### config.mk
export PLATFORM = sky130hd
export DESIGN_NAME = buffered_bridge_tx
export DESIGN_NICKNAME = d
export VERILOG_FILES = /design/src/rtl/buffered_bridge_tx.sv
export SDC_FILE = /design/constraint.sdc
export NUM_CORES = 1
export LEC_CHECK = 0
export CORE_MARGIN = 1
export CORE_UTILIZATION = 41
export DETAILED_ROUTE_END_ITERATION = 6
export PLACE_DENSITY = 0.59
export SKIP_CTS_REPAIR_TIMING = 1
export SLEW_MARGIN = 20
export SYNTH_ARGS = -nofsm -noshare
export SYNTH_HDL_FRONTEND = slang
export SYNTH_SLANG_ARGS = --single-unit
### constraint.sdc
create_clock -name clk -period 3.9 [get_ports clk]
set_clock_uncertainty 0.05 [all_clocks]
set_input_delay 0.585 -clock clk [delete_from_list [all_inputs] [get_ports clk]]
set_output_delay 0.585 -clock clk [all_outputs]
set_load 0.02 [all_outputs]
### src/rtl/buffered_bridge_tx.sv
// Queues read responses from a core's output bus and serializes each one as
// an ASCII frame "M" + 4 hex digits + CR LF toward a byte-wide UART transmitter.
module buffered_bridge_tx #(
  parameter int DEPTH = 8
) (
  input  logic                     clk,
  input  logic                     rst_n,
  input  logic [15:0]              rdata_i,
  input  logic                     rw_i,
  input  logic                     valid_i,
  output logic [7:0]               data_o,
  output logic                     valid_o,
  input  logic                     ready_i,
  output logic [$clog2(DEPTH):0]   level_o,
  output logic                     overflow_o
);

  localparam int AW = $clog2(DEPTH);
  localparam int LW = AW + 1;
  localparam logic [LW-1:0] FULL_LEVEL = LW'(DEPTH);
  localparam logic [2:0]    LAST_IDX   = 3'd6;

  typedef enum logic {IDLE, SEND} state_t;

  state_t          state, state_next;
  logic [15:0]     mem [DEPTH];
  logic [AW-1:0]   rd_ptr, wr_ptr;
  logic [15:0]     frame_buf;
  logic [2:0]      idx, idx_next;

  logic push_req, not_empty, full, xfer, last_xfer, pop, push_ok, drop;

  function automatic logic [7:0] hex_ascii(input logic [3:0] n);
    return (n < 4'd10) ? (8'h30 + {4'h0, n}) : (8'h37 + {4'h0, n});
  endfunction

  assign push_req  = valid_i && !rw_i;
  assign not_empty = (level_o != '0);
  assign full      = (level_o == FULL_LEVEL);
  assign xfer      = valid_o && ready_i;
  assign last_xfer = xfer && (idx == LAST_IDX);
  // A pop happens when IDLE picks up work or when the LF of the current frame
  // leaves with more queued, so consecutive frames run with no idle cycle.
  assign pop       = not_empty && ((state == IDLE) || last_xfer);
  assign push_ok   = push_req && (!full || pop);
  assign drop      = push_req && full && !pop;

  // State register plus FIFO bookkeeping.
  always_ff @(posedge clk) begin
    // NOTE: sequential state uses non-blocking assignments so every register
    // samples the pre-edge values regardless of statement order.
    if (!rst_n) begin
      state      <= IDLE;
      idx        <= '0;
      frame_buf  <= '0;
      rd_ptr     <= '0;
      wr_ptr     <= '0;
      level_o    <= '0;
      overflow_o <= 1'b0;
    end else begin
      state <= state_next;
      idx   <= idx_next;
      if (pop) begin
        frame_buf <= mem[rd_ptr];
        rd_ptr    <= rd_ptr + 1'b1;
      end
      if (push_ok) wr_ptr <= wr_ptr + 1'b1;
      if (push_ok && !pop)      level_o <= level_o + 1'b1;
      else if (pop && !push_ok) level_o <= level_o - 1'b1;
      if (drop) overflow_o <= 1'b1;
    end
  end

  // NOTE: the storage array is deliberately not reset; the pointers and level
  // define which entries are live, so clearing the data would only cost logic.
  always_ff @(posedge clk) begin
    if (rst_n && push_ok) mem[wr_ptr] <= rdata_i;
  end

  // Next-state logic.
  always_comb begin
    // NOTE: defaults first so every path assigns both outputs and no latch forms.
    state_next = state;
    idx_next   = idx;
    unique case (state)
      IDLE: begin
        if (not_empty) begin
          state_next = SEND;
          idx_next   = '0;
        end
      end
      SEND: begin
        if (xfer) begin
          if (idx == LAST_IDX) begin
            idx_next = '0;
            if (!not_empty) state_next = IDLE;
          end else begin
            idx_next = idx + 3'd1;
          end
        end
      end
      default: state_next = IDLE;
    endcase
  end

  // Outputs decode only registered state, so data_o never depends on ready_i.
  always_comb begin
    valid_o = (state == SEND);
    unique case (idx)
      3'd1:    data_o = hex_ascii(frame_buf[15:12]);
      3'd2:    data_o = hex_ascii(frame_buf[11:8]);
      3'd3:    data_o = hex_ascii(frame_buf[7:4]);
      3'd4:    data_o = hex_ascii(frame_buf[3:0]);
      3'd5:    data_o = 8'h0D;
      3'd6:    data_o = 8'h0A;
      default: data_o = 8'h4D;
    endcase
  end

endmodule

# Word level (Yosys, flattened, before mapping)
# Memory sizes are Yosys's and may differ from the RTL's. A register that Yosys moved wholly into a read port is not among the register bits.
# Cells that the tools add are included.
word_totals:
  ramBits: 128
  elab_cells: 71
  mem_count: 1
  reg_bits: 15
  out_inout_bits: 14
op_classes:
  muxes: 17
  order_cmp: 4
  n_eq_ne: 9
  add_sub_neg: 13
  reduce_logical: 20
  n_bitwise: 1
mem_list:
  columns: ["name", "words", "width", "read_ports", "rd_clocked_by_memory_dff", "write_ports", "line_no", "source"]
  rows:
  - ["mem", 8, 16, 1, 1, 1, "26", "logic [15:0] mem [DEPTH];"]
op_table:
  columns: ["cell", "n"]
  rows:
  - ["adder 6 x 4 -> 7 bit (first input constant)", 8]
  - ["case mux 7 bit (6 select lines)", 1]
  - ["two-way mux 7 bit", 4]
  - ["< comparator 4 bit (second input constant)", 4]
  - ["logical AND 1 bit", 10]
  - ["adder 3 x 1 -> 3 bit (second input constant)", 3]
  - ["equality test 3 bit (second input constant)", 3]
  - ["two-way mux 3 bit", 3]
  - ["two-way mux 4 bit", 2]
  - ["equality test 3 x 2 -> 1 bit (second input constant)", 2]
  - ["case mux 3 bit (2 select lines)", 1]
  - ["zero test 1 bit", 5]
  - ["two-way mux 1 bit", 5]
  - ["adder 4 x 1 -> 4 bit (second input constant)", 1]
  - ["equality test 4 bit (second input constant)", 1]
  - ["nonzero test 4 bit", 1]
  - ["subtractor 4 x 1 -> 4 bit (second input constant)", 1]
  - ["equality test 3 x 1 -> 1 bit (second input constant)", 1]
  - ["logical OR 1 bit", 2]
  - ["inequality test 2 x 1 -> 1 bit (second input constant)", 1]
  - ["inequality test 2 bit (second input constant)", 1]
  - ["case mux 1 bit (2 select lines)", 1]
  - ["AND reduction 2 bit", 1]
  - ["nonzero test 2 bit", 1]
  - ["NOT 1 bit", 1]

# Longest topological paths before layout
# Gate-level depths: netlist of run 1.
logic_depth:
  word_depth: 10
  depth_mapped: 12
  depth_no_buf: 11

# Worst setup path before layout of run 1
# Ideal clock, no wire load.
synth_timing:
  path_type: "in2reg"
  start: "input port ready_i"
  end: "memory mem[1][0], enable pin"
  arrival_time_ps: 2587
  path_buffers: 0
  stages: 4
  slack_ps: 833
  setup_ps: 430
  t_required_ps: 3420
  path_cell_list: "nand4b_4 -> nand3_1 -> nand2b_1 -> nor4_1"
synth_between:
  elab_chain_len: 9
synth_lines:
  columns: ["element", "line_no", "source"]
  rows:
  - ["start, declared", "13", "input logic ready_i,"]
  - ["logical AND 1 bit", "40", "assign xfer = valid_o && ready_i;"]
  - ["logical AND 1 bit", "41", "assign last_xfer = xfer && (idx == LAST_IDX);"]
  - ["logical OR 1 bit", "44", "assign pop = not_empty && ((state == IDLE) || last_xfer);"]
  - ["logical AND 1 bit", "44", null]
  - ["logical OR 1 bit", "45", "assign push_ok = push_req && (!full || pop);"]
  - ["logical AND 1 bit", "45", null]
  - ["logical AND 1 bit", "77", "if (rst_n && push_ok) mem[wr_ptr] <= rdata_i;"]
  - ["two-way mux 1 bit", "77", null]
  - ["two-way mux 1 bit (implied by the code)", "77", null]
  - ["end, declared", "26", null]
# No other way between the ends.

# Final worst setup path of run 1
layout_timing:
  start: "register idx[2]"
  end: "output port data_o[0]"
layout_between:
  elab_chain_len: 2
layout_lines:
  columns: ["element", "line_no", "source"]
  rows:
  - ["start, declared", "29", "logic [2:0] idx, idx_next;"]
  - ["start signal, assigned", "62", "idx <= idx_next;"]
  - ["equality test 3 bit, or another cell as far along", "109", "unique case (idx)"]
  - ["case mux 7 bit (6 select lines) (*)", "109", null]
  - ["end, declared", "11", "output logic [7:0] data_o,"]
# Every way passes the cells marked *; elsewhere a longest branch is shown, timed or not.

==> reports/summary.txt, run 1 <==
DR pass1 iterations: 4
Largest net degree at the start of global routing: 35
Fill count: 1341
Post-DP HPWL: 8.41 mm
# IOs: 35
Sequential area share after synthesis: 65.4%
EDFF count, synth: 128
Worst reg2reg path startpoint: level_o[0]
Leakage: 2.58 nW
Outcome: finished, final reports clean
Storage cell area: 4470 sq um
Later-pin clock latency in the skew report: 0.41 ns
DRC viols: 0
Synth Flop Type: edfxtp_1
Critical path's largest stage delay: 0.55 ns
Synth top area share: 56.3%
Final setup viols: 0
Cell Area, Synth: 6820 sq um
CTS tree: done
Max FO, Critical Path: 11
Max Cap Viol: 0
CP endpoint kind: output pin
RSZ-0062 raised after global routing: no
Critical path's most frequent cell: inv_1
Area grow syn2layout: 16.9%
Slew Limit Fails: 0
Worst-path clk slew: 0.06 ns
Vias post-DR: 3744
Ant. Diodes: 0
Die area: 17200 sq um
Die H: 131 um
Max_slew headroom: 35.6%
Fraction of registers with async set or reset after synthesis: 0%
Nets: 502
Layout Cells excl Fill: 699
Placed Instances: 667
Fmax: 284 MHz
Final hold vios: 0
Crit-path slowest cell: clkdlybuf4s50_1
Hold Crit Start: overflow_o
Post-synthesis cell type count: 58
Syn nets: 461
Placed cell areas: 7400 sq um
Layout cells sized above 1: 22.8%
Setup Crit Path Kind: flop to output pin
Initial Util: 42.5%
Finished Cell Area: 7980 sq um
Vias in the first global route: 3835
Req. time, crit path: 3.26 ns
Synth warn: 0
H-tree levels: 4
Area contributors post-synth: edfxtp_1 56%, mux4_2 11%, dfxtp_1 9.1%
Power Density: 605 nW/um^2
Sink Count: 159
Antenna violations before repair: 0
Via density: 5.36
Clk root buf: clkbuf_16
Final Wtd Congestion: 0.815
Die width: 131 um
Num rows: 46
Cell taking the most area after synthesis: edfxtp_1
Hold Crit Class: flop to flop
VDD IR-drop max: 0.000318 V
Crit-path cells: buf_4 -> inv_1 -> ha_1 -> inv_1 -> a22o_1 -> or4_1 -> clkdlybuf4s50_1
IO buf count: 33
Setup TNS: 0 ns
Initial DRC count: 171
Core area: 16100 sq um
Least-Margin Pin Slew: 0.964 ns
Longest Clk Path Bufs: 2
Gr ovfl total: 0
Synth top cells by count: 128 x edfxtp_1, 32 x mux4_2, 31 x dfxtp_1
Antenna viol nets, final: 0
Fin crit share: 90.4%
#FFs+latches synth: 159
Most common cell in the netlist: edfxtp_1
Multi-input gate area: 2170 sq um
Arr. time, crit path: 2.89 ns
Global-route wire length before repair: 21.7 mm
Crit. Startpoint: idx[2]
Crit start category: flop
Cell count after synthesis: 429
Period minus WS final: 3.52 ns
Worst Hold Slack: 0.418 ns
Mean post-synth cell area: 15.9 sq um
GRT Util Overall: 17.9%
Post-Route WL: 13.6 mm
WL per Instance: 19.4 um
Total CTS buffers: 17
-- per-layer routing --
| layer | track usage [%] | vias up | part of all wire [%] |
|---|---|---|---|
| met2 | 28.9 | 63 | 49 |
| met5 | 0 | - | 0 |
| li1 | - | 1775 | - |
| met1 | 23.7 | 1896 | 47 |
| met3 | 3.62 | 10 | 2.7 |
| met4 | 7.17 | 0 | 1.3 |
-- power breakdown --
group	total (W)	switching [W]	leakage [nW]	internal, W
clock	0.00157	0.000670	0.266	0.000904
combinational	0.00115	0.000572	0.903	0.000582
sequential	0.00210	0.000152	1.41	0.00195
total	0.00483	0.00139	2.58	0.00343
-- through the flow --
stage | setup slack (ns) | utilization, % | total power [W]
after floorplan | 0.833 | - | 0.00300
after global placement | 0.732 | 46.1 | 0.00328
after detailed placement | 0.649 | 46.1 | 0.00330
after CTS | 0.372 | 49.7 | 0.00488
after global routing | 0.204 | 49.7 | 0.00508
final | 0.376 | 49.7 | 0.00483
-- flip-flops by register name, indices dropped and copies added, names as in the netlist --
name,flops
mem,128
frame_buf,16
level_o,4
rd_ptr,3
overflow_o,1
idx,3
valid_o,1
wr_ptr,3
-- area by class of cell --
type | instances | share of cell area [%]
Multi-Input combinational cell | 229 | 27.2
Sequential cell | 159 | 56.0
Timing Repair Buffer | 47 | 5.46
Clock inverter | 14 | 1.68
Inverter | 16 | 0.753
Clock buffer | 18 | 5.51
Tap cell | 216 | 3.39
-- kinds of logic (layout without fill, tap and decap cells) --
group           after synthesis  count (layout)  share of synthesized area [%]
other cells                   1               1                         0.0550
xor+xnor                      7               7                          0.899
flops                       159             159                           65.4
buf+inv                      41              95                           3.10
compound gates               77              77                           7.94
mux                          51              51                           13.6
simple gates                 82              82                           6.79
fa+ha+maj                    11              11                           2.13
-- worst max-delay path, delay by kind of cell (launching register included) --
family / cells / cell delay (ns)
compound gates: 1 / 0.23
fa+ha+maj: 1 / 0.38
buf+inv: 4 / 1.05
flops: 1 / 0.30
simple gates: 1 / 0.52
-- final timing paths --
check / end / slack, ns / cells past startpoint
worst max-delay path: data_o[0] / 0.38 / 7
worst min-delay path: overflow_o / 0.42 / 2
worst max register to register: level_o[3] / 1.22 / 11
worst min register to register: overflow_o / 0.42 / 2
-- layout by cell type (no fill, tap or decap), types with 16 or more instances in the layout --
master	instances
a21oi_1	16
edfxtp_1	128
clkbuf_16	17
a22o_1	17
mux2_2	16
nor2_1	20
nand2_1	16
o21ai_0	17
mux4_2	32
dfxtp_1	30
clkdlybuf4s50_1	33
Power figures use the tool's default switching activity.
==> run 2: changes to the inputs <==
Settings changed: MAX_ROUTING_LAYER set to met4, SLEW_MARGIN 20 to 25.
==> run 2 against run 1 <==
  * Core utilization up 0.32 points
  * Final area is 0.64% higher
  * Die area stayed put
  * Routed wire length increased by 0.52%
  * Sequential share of layout area shrank 0.36 points
  * Highest routed layer unchanged
  * Largest power group unchanged
  * Critical path depth decreased by 1
==> reports/summary.txt, run 2 (synthesis results as in run 1) <==
Global-route wire length before repair: 21.7 mm (+0.38%)
Sink Count: 159 (unchanged)
Largest net degree at the start of global routing: 35 (unchanged)
Die H: 131 um (unchanged)
Leakage: 2.61 nW (+1.4%)
Crit start category: flop
Vias in the first global route: 3749 (-2.2%)
Final hold vios: 0 (unchanged)
Initial DRC count: 315 (+84%)
Top reg by flops: mem
Logic pwr share: 22.4% (-1.5 points)
Via density: 5.35 (-0.20%)
Max_slew headroom: 33.1% (-2.5 points)
Met1 track demand over resource: 23.8% (+0.069 points)
Critical path's largest stage delay: 0.55 ns (about the same)
Die width: 131 um (unchanged)
Clk root buf: clkbuf_16
Cell-internal power: 0.00360 W (+5.0%)
Setup TNS: 0 ns (unchanged)
Longest Clk Path Bufs: 2 (unchanged)
Largest regs: mem: 128 flops, frame_buf: 16 flops, level_o: 4 flops
Post-DP HPWL: 8.51 mm (+1.2%)
Crit-path cells: and2_1 -> ha_1 -> inv_1 -> a22o_1 -> or4_1 -> clkdlybuf4s50_1
Setup Crit Path Kind: flop to output pin
Crit-path slowest cell: clkdlybuf4s50_1
Outcome: finished, final reports clean
DR pass1 iterations: 4 (unchanged)
Fill count: 1300 (-3.1%)
Nets: 503 (+0.20%)
Critical path's top delay family: buffers and inverters
Max reg flops: 128 (unchanged)
Fin crit share: 88.5% (-1.9 points)
Post-Route WL: 13.7 mm (+0.52%)
Antenna violations before repair: 0 (unchanged)
WL per Instance: 19.5 um (+0.37%)
Power Density: 619 nW/um^2 (+2.3%)
Total CTS buffers: 17 (unchanged)
GR met2 Demand/Resource: 29.1% (+0.16 points)
Placed Instances: 668 (+0.15%)
Core area: 16100 sq um (unchanged)
M3 GR Usage: 5.01% (+1.4 points)
Slew Limit Fails: 0 (unchanged)
Commonest non-fill, non-tap cell in the layout: edfxtp_1
# IOs: 35 (unchanged)
Period minus WS final: 3.45 ns (-0.0729 ns)
Area grow syn2layout: 17.7%
Fmax: 290 MHz (+2.1%)
Gr ovfl total: 0 (unchanged)
Later-pin clock latency in the skew report: 0.42 ns (about the same)
Final setup viols: 0 (unchanged)
Final Wtd Congestion: 0.850 (+4.3%)
Hold Crit Class: flop to flop
Clock group share of total power: 34.4% (+1.8 points)
Max Cap Viol: 0 (unchanged)
WP buf/inv: 2 (-2)
Arr. time, crit path: 2.82 ns (-0.07 ns)
Num rows: 46 (unchanged)
GRT busiest layer: met2
Least-Margin Pin Slew: 1.00 ns (+0.0378 ns)
GRT Util Overall: 18.5% (+0.58 points)
Req. time, crit path: 3.26 ns (about the same)
IO buf count: 33 (unchanged)
Layout Cells excl Fill: 700 (+0.14%)
VDD IR-drop max: 0.000389 V (+22%)
Most frequent cells in the layout: 128 x edfxtp_1, 33 x clkdlybuf4s50_1, 32 x mux4_2, 30 x dfxtp_1, 20 x nor2_1
Max FO, Critical Path: 9 (-2)
Vias post-DR: 3742 (-0.053%)
Layout cells sized above 1: 22.3% (-0.46 points)
CTS tree: done
Ant. Diodes: 0 (unchanged)
Die area: 17200 sq um (unchanged)
P_sw: 0.00137 W (-2.0%)
H-tree levels: 4 (unchanged)
DRC viols: 0 (unchanged)
Worst-path clk slew: 0.06 ns (about the same)
Switching part of the total: 27.5% (-1.4 points)
CP endpoint kind: output pin
RSZ-0062 raised after global routing: no
Initial Util: 42.5% (unchanged)
Antenna viol nets, final: 0 (unchanged)
Sequential group share of total power: 43.1% (-0.4 points)
run 2: changes by cell type in the layout (fill, tap and decap cells not counted), sizes merged:
cell,previous run,this run
bufinv,1,4
clkinvlp,5,2
buf,14,15
clkinv,4,5
inv,20,19
run 2: stage by stage:
stage          power [W]  setup slack (ns)  cell area [sq um]  utilization, %  hold WS, ns
6_report         0.00497             0.449               8030            50.0        0.417
5_1_grt          0.00523             0.249               8030            50.0        0.441
4_1_cts          0.00502             0.447               8030            50.0        0.422
3_5_place_dp     0.00330             0.669               7410            46.2        0.408
3_3_place_gp     0.00329             0.726               7410            46.2        0.410
2_1_floorplan    0.00300             0.833               6820               -        0.399
run 2: worst paths after layout:
check / cells past startpoint / slack, ns / start / to
worst min-delay path: 2 / 0.42 / overflow_o / overflow_o
worst max register to register: 11 / 1.21 / level_o[0] / level_o[3]
worst min register to register: 2 / 0.42 / overflow_o / overflow_o
worst max-delay path: 6 / 0.45 / idx[1] / data_o[0]
run 2: area by class of cell:
type                            count  area [sq um]  area share [%]
Sequential cell                   159          4470            55.6
Clock buffer                       18           429            5.35
Inverter                           16          60.1           0.748
Multi-Input combinational cell    229          2170            27.1
Clock inverter                     14           188            2.34
Timing Repair Buffer               48           443            5.52
Tap cell                          216           270            3.37
run 2: power by group through the flow:
stage	Sequential (W)	Clock, W	Combinational, W
after floorplan	0.00209	0	0.000910
after global placement	0.00218	0	0.00111
after detailed placement	0.00218	0	0.00112
after CTS	0.00215	0.00175	0.00113
after global routing	0.00218	0.00183	0.00123
final	0.00214	0.00171	0.00112
run 2: tightest hold or removal path, delay by kind of cell, from the launching register on:
kind | cells | cell delay (ns)
simple gates | 1 | 0.05
compound gates | 1 | 0.05
flops | 1 | 0.31
run 2: metal layers:
layer,vias up,part of all wire [%]
met4,0,0.72
met2,64,49
met3,10,3.4
met5,-,0
met1,1884,47
li1,1784,-
==> run 3: changes to the inputs <==
Settings changed: CORE_UTILIZATION 41 to 40, PLACE_DENSITY 0.59 to 0.58.
==> run 3 against run 2 <==
  * Worst setup slack worse by 0.073 ns
  * Critical path depth stayed put
  * Sequential share of layout area unchanged
  * Global-route usage shrank 1.8 points
  * Critical endpoint unchanged
==> reports/summary.txt, run 3 (synthesis results as in run 1) <==
CP endpoint kind: output pin
Post-DP HPWL: 8.26 mm (-2.9%)
Initial Util: 41.0% (-1.5 points)
WHS Endpoint: overflow_o
Critical path's largest stage delay: 0.55 ns (about the same)
Top reg by flops: mem
RSZ-0062 raised after global routing: no
Req. time, crit path: 3.26 ns (about the same)
Max_slew headroom: 34.3% (+1.1 points)
Hold Crit Start: overflow_o
Initial DRC count: 188 (-40%)
Hold Crit Class: flop to flop
Largest net degree at the start of global routing: 35 (unchanged)
Vias in the first global route: 3852 (+2.7%)
Placed Instances: 671 (+0.45%)
Crit-path cells: inv_1 -> ha_1 -> inv_1 -> a22o_1 -> or4_1 -> clkdlybuf4s50_1
Antenna violations before repair: 0 (unchanged)
Nets: 502 (-0.20%)
Area grow syn2layout: 17.7% (unchanged)
Global-route wire length before repair: 21.1 mm (-3.0%)
Fill count: 1415 (+8.8%)
Vias post-DR: 3731 (-0.29%)
Clk root buf: clkbuf_16
Die area: 17600 sq um (+2.5%)
Setup TNS: 0 ns (unchanged)
Commonest non-fill, non-tap cell in the layout: edfxtp_1
Largest regs: mem: 128 flops, frame_buf: 16 flops, level_o: 4 flops
Longest Clk Path Bufs: 2 (unchanged)
Max Cap Viol: 0 (unchanged)
VDD IR-drop max: 0.000319 V (-18%)
Power Density: 618 nW/um^2 (-0.17%)
Core area: 16600 sq um (+3.6%)
Total CTS buffers: 17 (unchanged)
Worst reg2reg path startpoint: level_o[0]
Gr ovfl total: 0 (unchanged)
Ant. Diodes: 0 (unchanged)
Most frequent cells in the layout: 128 x edfxtp_1, 33 x clkdlybuf4s50_1, 32 x mux4_2, 30 x dfxtp_1, 20 x nor2_1
Num rows: 47 (+2.2%)
H-tree levels: 4 (unchanged)
Max reg flops: 128 (unchanged)
Setup Crit Path Kind: flop to output pin
Worst Hold Slack: 0.415 ns (-0.00278 ns)
Final hold vios: 0 (unchanged)
Via density: 5.31 (-0.72%)
Later-pin clock latency in the skew report: 0.41 ns (about the same)
Layout Cells excl Fill: 703 (+0.43%)
# IOs: 35 (unchanged)
GRT Util Overall: 16.7% (-1.8 points)
Period minus WS final: 3.52 ns (+0.0729 ns)
Worst Reg-to-Reg Cells: 11 (unchanged)
Final setup viols: 0 (unchanged)
Sink Count: 159 (unchanged)
Crit-path slowest cell: clkdlybuf4s50_1
Hold Path Cell Cnt: 2 (unchanged)
R2R setup slack: 1.17 ns (-0.04 ns)
DR pass1 iterations: 4 (unchanged)
Fmax: 284 MHz (-2.1%)
Fin crit share: 90.4% (+1.9 points)
Slew Limit Fails: 0 (unchanged)
Least-Margin Pin Slew: 0.985 ns (-0.0169 ns)
IO buf count: 33 (unchanged)
Layout cells sized above 1: 22.2% (-0.16 points)
Final Wtd Congestion: 0.825 (-2.9%)
DRC viols: 0 (unchanged)
Arr. time, crit path: 2.89 ns (+0.07 ns)
Crit start category: flop
Worst-path clk slew: 0.06 ns (about the same)
Critical path's most frequent cell: inv_1
Max FO, Critical Path: 11 (+2)
Die H: 133 um (+1.2%)
Outcome: finished, final reports clean
Die width: 133 um (+1.2%)
R2R Path End: level_o[3]
CTS tree: done
WL per Instance: 18.7 um (-4.3%)
Antenna viol nets, final: 0 (unchanged)
Leakage: 2.60 nW (-0.38%)
Post-Route WL: 13.1 mm (-3.9%)
-- run 3: routing by layer --
layer  track usage (%)  up-vias  wire [um]
met4              6.77        0        204
met5                 -        -          0
met1              20.9     1892       6090
met2              26.6       50       6520
met3              3.30       15        319
li1                  -     1774          -
-- run 3: how the worst max path moves through the flow --
stage	from	end	slack, ns
2_1_floorplan	ready_i	mem[1][0]	0.83
3_3_place_gp	ready_i	level_o[3]	0.74
3_5_place_dp	ready_i	level_o[3]	0.64
4_1_cts	idx[2]	data_o[0]	0.35
5_1_grt	idx[2]	data_o[0]	0.19
6_report	idx[2]	data_o[0]	0.38
-- run 3: metrics by stage --
step / area [sq um] / power, W / util, % / setup slack (ns)
after floorplan: 6820 / 0.00300 / - / 0.833
after global placement: 7410 / 0.00327 / 44.5 / 0.737
after detailed placement: 7410 / 0.00330 / 44.5 / 0.641
after CTS: 8030 / 0.00502 / 48.2 / 0.351
after global routing: 8030 / 0.00521 / 48.2 / 0.188
final: 8030 / 0.00496 / 48.2 / 0.376
-- run 3: power by group --
part	internal [W]	total, W	switching, W	leakage, nW
combinational	0.000583	0.00114	0.000558	0.903
clock	0.00107	0.00172	0.000645	0.292
sequential	0.00195	0.00210	0.000157	1.41
-- run 3: final cells by class --
class | instances | area [sq um] | area share [%]
sequential | 159 | 4470 | 55.6
multi-input combinational | 229 | 2170 | 27.1
inverter | 16 | 60.1 | 0.748
clock buffer | 19 | 433 | 5.39
clock inverter | 13 | 186 | 2.32
tap | 220 | 275 | 3.43
timing repair buffer | 47 | 435 | 5.42
-- run 3: critical path, delay by kind of cell (launching register included) --
family / cells / cell delay, ns
compound gates: 1 / 0.23
fa+ha+maj: 1 / 0.37
buf+inv: 3 / 0.93
flops: 1 / 0.43
simple gates: 1 / 0.51
